[src/rtl/udma_ethernet_tx_arbiter.sv]
// Frame-granular round-robin arbiter feeding the Ethernet MAC TX byte stream, with a programmable inter-frame gap.
// Define ETH_TX_ARB_PRIO_EN to give requester 0 strict priority over the round-robin group.
module udma_ethernet_tx_arbiter #(
  parameter int N_REQ = 2,
  parameter int ID_W  = (N_REQ > 1) ? $clog2(N_REQ) : 1,
  parameter int IFG_W = 4
) (
  input  logic               sys_clk_i,
  input  logic               rstn_i,
  input  logic               en_i,
  input  logic [IFG_W-1:0]   ifg_cycles_i,
  input  logic [8*N_REQ-1:0] req_data_i,
  input  logic [N_REQ-1:0]   req_valid_i,
  input  logic [N_REQ-1:0]   req_sof_i,
  input  logic [N_REQ-1:0]   req_eof_i,
  output logic [N_REQ-1:0]   req_ready_o,
  output logic [7:0]         tx_data_o,
  output logic               tx_valid_o,
  output logic               tx_sof_o,
  output logic               tx_eof_o,
  input  logic               tx_ready_i,
  output logic [ID_W-1:0]    grant_id_o,
  output logic               busy_o,
  output logic               frame_done_o,
  output logic               sof_err_o
);

  typedef enum logic [1:0] {IDLE, XFER, GAP} state_t;

  state_t           state, state_nxt;
  logic [ID_W-1:0]  rr_ptr, rr_ptr_nxt, grant_nxt;
  logic [IFG_W-1:0] gap_cnt, gap_cnt_nxt;
  logic [N_REQ-1:0] cand, flush;
  logic [ID_W:0]    rr_res;
  logic             prio0, pick_vld, upd_ptr;
  logic [ID_W-1:0]  pick_id;

  // First set bit of mask strictly after ptr, wrapping; MSB of the result flags a hit.
  function automatic logic [ID_W:0] rr_pick(input logic [N_REQ-1:0] mask,
                                            input logic [ID_W-1:0]  ptr);
    logic [ID_W:0]   res;
    logic [ID_W-1:0] sel;
    int              idx;
    res = '0;
    for (int i = N_REQ; i >= 1; i--) begin
      idx = int'(ptr) + i;
      if (idx >= N_REQ) idx = idx - N_REQ;
      sel = ID_W'(idx);
      if (mask[sel]) res = {1'b1, sel};
    end
    return res;
  endfunction

  assign cand  = req_valid_i & req_sof_i;
  assign flush = req_valid_i & ~req_sof_i;

`ifdef ETH_TX_ARB_PRIO_EN
  localparam logic [N_REQ-1:0] OTHERS = ~N_REQ'(1);
  assign prio0  = cand[0];
  assign rr_res = rr_pick(cand & OTHERS, rr_ptr);
`else
  assign prio0  = 1'b0;
  assign rr_res = rr_pick(cand, rr_ptr);
`endif

  assign pick_vld = prio0 | rr_res[ID_W];
  assign pick_id  = prio0 ? '0 : rr_res[ID_W-1:0];
  assign upd_ptr  = ~prio0;

  always_ff @(posedge sys_clk_i or negedge rstn_i) begin
    if (!rstn_i) begin
      state      <= IDLE;
      rr_ptr     <= ID_W'(N_REQ-1);
      grant_id_o <= '0;
      gap_cnt    <= '0;
    end else begin
      state      <= state_nxt;
      rr_ptr     <= rr_ptr_nxt;
      grant_id_o <= grant_nxt;
      gap_cnt    <= gap_cnt_nxt;
    end
  end

  always_comb begin
    state_nxt    = state;
    rr_ptr_nxt   = rr_ptr;
    grant_nxt    = grant_id_o;
    gap_cnt_nxt  = gap_cnt;
    req_ready_o  = '0;
    tx_data_o    = '0;
    tx_valid_o   = 1'b0;
    tx_sof_o     = 1'b0;
    tx_eof_o     = 1'b0;
    busy_o       = 1'b0;
    frame_done_o = 1'b0;
    sof_err_o    = 1'b0;
    case (state)
      IDLE: begin
        // Stray mid-frame beats are drained here; held off while reset is asserted.
        if (rstn_i) begin
          req_ready_o = flush;
          sof_err_o   = |flush;
        end
        if (en_i && pick_vld) begin
          grant_nxt = pick_id;
          if (upd_ptr) rr_ptr_nxt = pick_id;
          state_nxt = XFER;
        end
      end
      XFER: begin
        busy_o                  = 1'b1;
        tx_data_o               = req_data_i[8*grant_id_o +: 8];
        tx_valid_o              = req_valid_i[grant_id_o];
        tx_sof_o                = req_sof_i[grant_id_o];
        tx_eof_o                = req_eof_i[grant_id_o];
        req_ready_o[grant_id_o] = tx_ready_i;
        if (tx_valid_o && tx_ready_i && tx_eof_o) begin
          frame_done_o = 1'b1;
          if (ifg_cycles_i != '0) begin
            gap_cnt_nxt = ifg_cycles_i;
            state_nxt   = GAP;
          end else begin
            state_nxt   = IDLE;
          end
        end
      end
      GAP: begin
        gap_cnt_nxt = gap_cnt - IFG_W'(1);
        if (gap_cnt <= IFG_W'(1)) state_nxt = IDLE;
      end
      default: state_nxt = IDLE;
    endcase
  end

endmodule

[config.mk]
export PLATFORM = sky130hd
export DESIGN_NAME = udma_ethernet_tx_arbiter
export DESIGN_NICKNAME = d
export VERILOG_FILES = /design/src/rtl/udma_ethernet_tx_arbiter.sv
export SDC_FILE = /design/constraint.sdc
export NUM_CORES = 1
export LEC_CHECK = 0
export CAP_MARGIN = 20
export CORE_MARGIN = 3
export CORE_UTILIZATION = 35
export DETAILED_ROUTE_END_ITERATION = 10
export HOLD_SLACK_MARGIN = 0.08
export PLACE_DENSITY = 0.8
export SLEW_MARGIN = 25
export SYNTH_ARGS = -nofsm -noshare
export SYNTH_HDL_FRONTEND = slang
export SYNTH_SLANG_ARGS = --single-unit
[constraint.sdc]
create_clock -name sys_clk_i -period 2 [get_ports sys_clk_i]
set_clock_uncertainty 0.05 [all_clocks]
set_input_delay 0.4 -clock sys_clk_i [delete_from_list [all_inputs] [get_ports sys_clk_i]]
set_output_delay 0.4 -clock sys_clk_i [all_outputs]
set_load 0.05 [all_outputs]
==> results of run 1 <==
## registers in the layout, summed over array words and instances (netlist names)
signal	cells
rr_ptr	1
grant_id_o	1
state	2
gap_cnt	4
## power by group through the flow
| stage | sequential, mW | clock, mW | combinational (mW) |
|---|---|---|---|
| detailed placement | 0.340 | 0 | 1.82 |
| floorplan | 0.339 | 0 | 0.980 |
| global placement | 0.336 | 0 | 1.77 |
| CTS | 0.338 | 0.132 | 1.82 |
| finish | 0.350 | 0.124 | 1.82 |
| global route | 0.363 | 0.140 | 1.90 |
## cells in the mapped netlist
| cell type | number |
|---|---|
| o2bb2ai_1 | 1 |
| nor3_1 | 2 |
| a21oi_1 | 4 |
| mux2i_1 | 11 |
| nand4_1 | 2 |
| inv_1 | 4 |
| and3_1 | 1 |
| a21o_1 | 1 |
| a211oi_1 | 1 |
| a221oi_1 | 1 |
| nand3_1 | 2 |
| nand3b_1 | 2 |
| o31a_1 | 1 |
| ha_1 | 2 |
| buf_6 | 1 |
| dfstp_2 | 1 |
| dfrtp_1 | 7 |
| nand2_1 | 3 |
| o21a_1 | 2 |
| and3b_1 | 2 |
| nor2_1 | 14 |
| a31oi_1 | 1 |
| nand2b_1 | 4 |
| a32o_1 | 1 |
| a22o_1 | 1 |
| or4_4 | 1 |
| buf_2 | 1 |
| o211ai_2 | 1 |
| nor2b_1 | 1 |
| clkbuf_1 | 2 |
| o21ai_0 | 5 |
| a32oi_1 | 1 |
## metrics by stage
stage / hold slack (ps) / util [%] / std cells
after CTS: 432 / 80.9 / 163
after global placement: 427 / 79.4 / 159
after detailed placement: 435 / 79.4 / 159
after floorplan: 54.4 / - / 84
after global routing: 419 / 81.6 / 163
final: 432 / 81.6 / 163
## worst max-delay path, stage by stage
cell and delay (ps):
clkdlybuf4s50_1 470, nand2b_1 210, a21oi_1 270, buf_12 180
## worst max path at each step
| stage | start | end | slack, ps | cells after the start |
|---|---|---|---|---|
| after floorplan | grant_id_o | tx_data_o[0] | -30 | 4 |
| after detailed placement | tx_ready_i | frame_done_o | -30 | 4 |
| after global placement | tx_ready_i | frame_done_o | 30 | 4 |
| after global routing | req_sof_i[0] | sof_err_o | -40 | 4 |
| after CTS | tx_ready_i | frame_done_o | 30 | 4 |
| final | req_sof_i[1] | sof_err_o | 20 | 4 |
## cell families (layout without fill, tap and decap cells)
| logic type | Yosys count | after routing | share of synthesized area (%) |
|---|---|---|---|
| and+or+nand+nor | 34 | 34 | 25.4 |
| AOI/OAI and AO/OA | 21 | 21 | 21.1 |
| muxes | 11 | 11 | 15.7 |
| DFF | 8 | 8 | 28.8 |
| buffers and inverters | 8 | 62 | 5.53 |
| adders and majority gates | 2 | 2 | 3.57 |
## routing by layer
metal / GRT usage [%] / up-vias / routed length, um
met2: 38.5 / 49 / 1280
met1: 24.2 / 400 / 1030
met5: 0 / - / 0
met4: 8.07 / 0 / 25
met3: 2.97 / 2 / 186
li1: - / 422 / -
## repair_timing
| action | in CTS | in global routing |
|---|---|---|
| pin swaps | 0 | 0 |
| gates resized for setup | 1 | 4 |
| setup endpoints to repair | 1 | 6 |
| setup buffers | 0 | 0 |
| gates cloned | 0 | 0 |
| hold buffers | 0 | 0 |
## cell type report
type,count,area [sq um]
Clock buffer,4,26.3
Fill cell,132,332
Inverter,4,15.0
Multi-Input combinational cell,68,504
Sequential cell,8,203
Tap cell,25,31.3
Timing Repair Buffer,54,691
==> impl_results.md, run 1 <==
- DIE AREA: 0.00257 sq mm
- Sw Share: 49.1%
- DRT iter0 DRCs: 26
- Site Rows: 15
- # DRC: 0
- Vias: 873
- Most frequent cells in the layout: clkdlybuf4s50_1 (29), buf_12 (17), mux2i_1 (11)
- Routed wire length: 2530 um
- Final setup margin: 22.7 ps
- Synth-to-layout area growth: 110%
- DP Worst Slack: -27.2 ps
- Count of cell types in the netlist: 32
- Fmax: 506 MHz
- Seq cells post-synth: 8
- Final min period: 1980 ps
- Worst-Skew Late Latency: 250 ps
- Post-Syn Nets: 116
- Clk sinks: 8
- Final Hold Viols: 0
- Number of global-route vias before repair: 821
- Commonest non-fill, non-tap cell in the layout: clkdlybuf4s50_1
- Clock share of power: 5.4%
- Ant diodes: 0
- Ports: 47
- Final setup TNS: 0 ps
- Synth top area share: 25.0%
- Routed vias/inst: 5.36
- Chip height: 50.7 um
- Number of max-cap violations: 0
- Startpoint Class: primary input
- Psw: 1.12 mW
- Depth of the CTS H-tree: 1
- Core Area: 0.00180 sq mm
- First-pass GRT wire length: 4070 um
- Die Width: 50.7 um
- Design area: 0.00147 sq mm
- WP data arrival: 1530 ps
- CP Max Fanout: 4
- Root Buffer: clkbuf_4
- Synthesized instance count: 84
- CTS tree: built
- Hold Path Class: primary input to async pin
- Global route overflow: 0
- Placed cell areas: 0.00143 sq mm
- Routed len/inst: 15.5 um
- Final slew viol count: 0
- Total Power: 2.29 mW
- Post-synthesis sequential area ratio: 28.7%
- R2R cell count: 5
- Initial core utilization: 38.9%
- Relative slew slack: 69.3%
- Reg2reg end: gap_cnt[3]
- Clock transition at path regs: 50 ps
- Leak pwr: 0.630 nW
- Worst setup EP type: primary output
- Peak supply drop: 1010 uV
- Warnings from Yosys: 0
- Drt pass-1 iters: 4
- R2r setup slk: 460 ps
- CTS buffer count: 3
- Share of layout cells above drive strength 1: 31.2%
- R2R Path Start: grant_id_o
- Status: complete, no violations
- Post-DP HPWL: 2230 um
- Leading area contributor after synthesis: dfrtp_1
- Antenna-violating nets left: 0
- Syn_area_per_cell: 8.34 sq um
- Mapped cell area: 701 sq um
- Least-Margin Pin Slew: 460 ps
- Sequential share of power: 15.3%
- Synth area leaders: dfrtp_1 (25%), mux2i_1 (16%), nor2_1 (7.5%), dfstp_2 (3.8%), ha_1 (3.6%)
- Required @ worst endpoint: 1550 ps
- Largest net degree at the start of global routing: 13
- PortBufs: 46
- Total track usage: 21.0%
- Internal Power: 1.17 mW
- Power per cell area: 1560 mW/mm^2
- Critical path class: primary input to primary output
- Nets: 171
- Initial antenna violation count: 0
- Finish-stage setup viols: 0
- Comb pwr share: 79.3%
- Crit share post-route: 98.9%
- GPL Wtd Cong: 0.930
- Max Root-Sink Buffers: 2
No activity file was read; power rests on OpenSTA's default activity.
==> run 2, diff against run 1 <==
Settings changed: PLACE_DENSITY 0.8 to 0.86.
==> impl_results.md, run 2 (synthesis gave the netlist of run 1 again) <==
- Status: complete, no violations
- CTS buffer count: 3
- # DRC: 0
- Clock transition at path regs: 60 ps
- Worst-Skew Late Latency: 270 ps
- Ports: 47
- Final setup margin: 44.7 ps
- Vias: 875
- Finish-stage setup viols: 0
- Drt pass-1 iters: 4
- Max Root-Sink Buffers: 2
- First-pass GRT wire length: 4140 um
- DRT iter0 DRCs: 14
- Leak pwr: 0.641 nW
- Site Rows: 15
- Startpoint Class: primary input
- DP Cell Count: 161
- Chip height: 50.7 um
- Biggest register: gap_cnt
- Core Area: 0.00180 sq mm
- R2R cell count: 5
- # fillers: 114
- Least-Margin Pin Slew: 511 ps
- Root Buffer: clkbuf_4
- Most frequent cells in the layout: clkdlybuf4s50_1 (29), buf_12 (17), mux2i_1 (11)
- Post-DP HPWL: 2170 um
- Setup Buffers After CTS: 0
- Largest regs: gap_cnt: 4 flops, state: 2 flops
- Die Width: 50.7 um
- Initial antenna violation count: 0
- Synth-to-layout area growth: 111%
- Nets: 173
- Routed len/inst: 15.4 um
- Number of max-cap violations: 0
- Required @ worst endpoint: 1550 ps
- DIE AREA: 0.00257 sq mm
- Crit share post-route: 97.8%
- Global route overflow: 0
- Worst setup EP type: primary output
- CTS tree: built
- Critical path class: primary input to primary output
- Final slew viol count: 0
- Peak supply drop: 963 uV
- Fin cells: 165
- RSZ-0062 raised after global routing: no
- Depth of the CTS H-tree: 1
- Total track usage: 20.8%
- Power per cell area: 1560 mW/mm^2
- Largest net degree at the start of global routing: 13
- Routed vias/inst: 5.30
- CP Max Fanout: 5
- GPL Wtd Cong: 0.804
- Clk sinks: 8
- Fmax: 511 MHz
- PortBufs: 46
- Max reg flops: 4
- Ant diodes: 0
- Hold Path Class: primary input to async pin
- Final Hold Viols: 0
- Share of layout cells above drive strength 1: 30.7%
- Hold WS: 405 ps
- Antenna-violating nets left: 0
- Relative slew slack: 65.9%
- WP data arrival: 1510 ps
- Initial core utilization: 38.9%
- DP Worst Slack: -58.8 ps
- Number of global-route vias before repair: 952
- Commonest non-fill, non-tap cell in the layout: clkdlybuf4s50_1
- Final min period: 1960 ps
- Routed wire length: 2540 um
-- run 2: repair_timing --
action	4_1_cts	5_1_grt
endpoints found under the hold margin	0	0
setup endpoints to repair	1	2
gates cloned	0	0
hold buffers	0	0
gates resized for setup	1	1
-- run 2: cell type report --
cell class                      count  area, sq um  share of cell area (%)
Clock buffer                        4         26.3                    1.78
Inverter                            4         15.0                    1.02
Multi-Input combinational cell     68          495                    33.6
Sequential cell                     8          201                    13.7
Tap cell                           25         31.3                    2.12
Timing Repair Buffer               56          706                    47.8
-- run 2: through the flow --
stage | utilization, % | total power, mW | instance area (sq um) | setup TNS (ps)
final | 81.9 | 2.30 | 1480 | 0
after global routing | 81.9 | 2.41 | 1480 | 0
after CTS | 81.7 | 2.32 | 1470 | 0
after detailed placement | 80.2 | 2.17 | 1450 | -85.6
after global placement | 80.2 | 2.11 | 1450 | 0
after floorplan | - | 1.32 | 732 | -184
-- run 2: worst max-delay path: stages --
cell and delay [ps]:
clkdlybuf4s50_1 550, and3_1 220, o21a_2 200, buf_12 140
-- run 2: path summary, 6_finish.rpt --
| check | to | startpoint | slack, ps |
|---|---|---|---|
| worst min-delay path | grant_id_o | rstn_i | 410 |
| min in group sys_clk_i | rr_ptr | rr_ptr | 480 |
| worst min register to register | rr_ptr | rr_ptr | 480 |
| worst max-delay path | frame_done_o | req_valid_i[1] | 40 |
| worst max register to register | gap_cnt[1] | state[1] | 420 |
| max in group asynchronous | rr_ptr | rstn_i | 1280 |
-- run 2: metal layers --
metal | share of wire, % | vias to the layer above | GRT usage (%)
li1 | - | 419 | -
met1 | 37 | 404 | 21.8
met2 | 53 | 50 | 40.4
met3 | 10 | 2 | 4.15
met4 | 0.16 | 0 | 7.17
met5 | 0 | - | 0
-- run 2: report_power, final --
group / internal [mW] / leakage, nW / switching [mW]
Sequential: 0.245 / 0.0941 / 0.0868
Clock: 0.0769 / 0.0150 / 0.0646
Combinational: 0.853 / 0.532 / 0.978
Total: 1.18 / 0.641 / 1.13
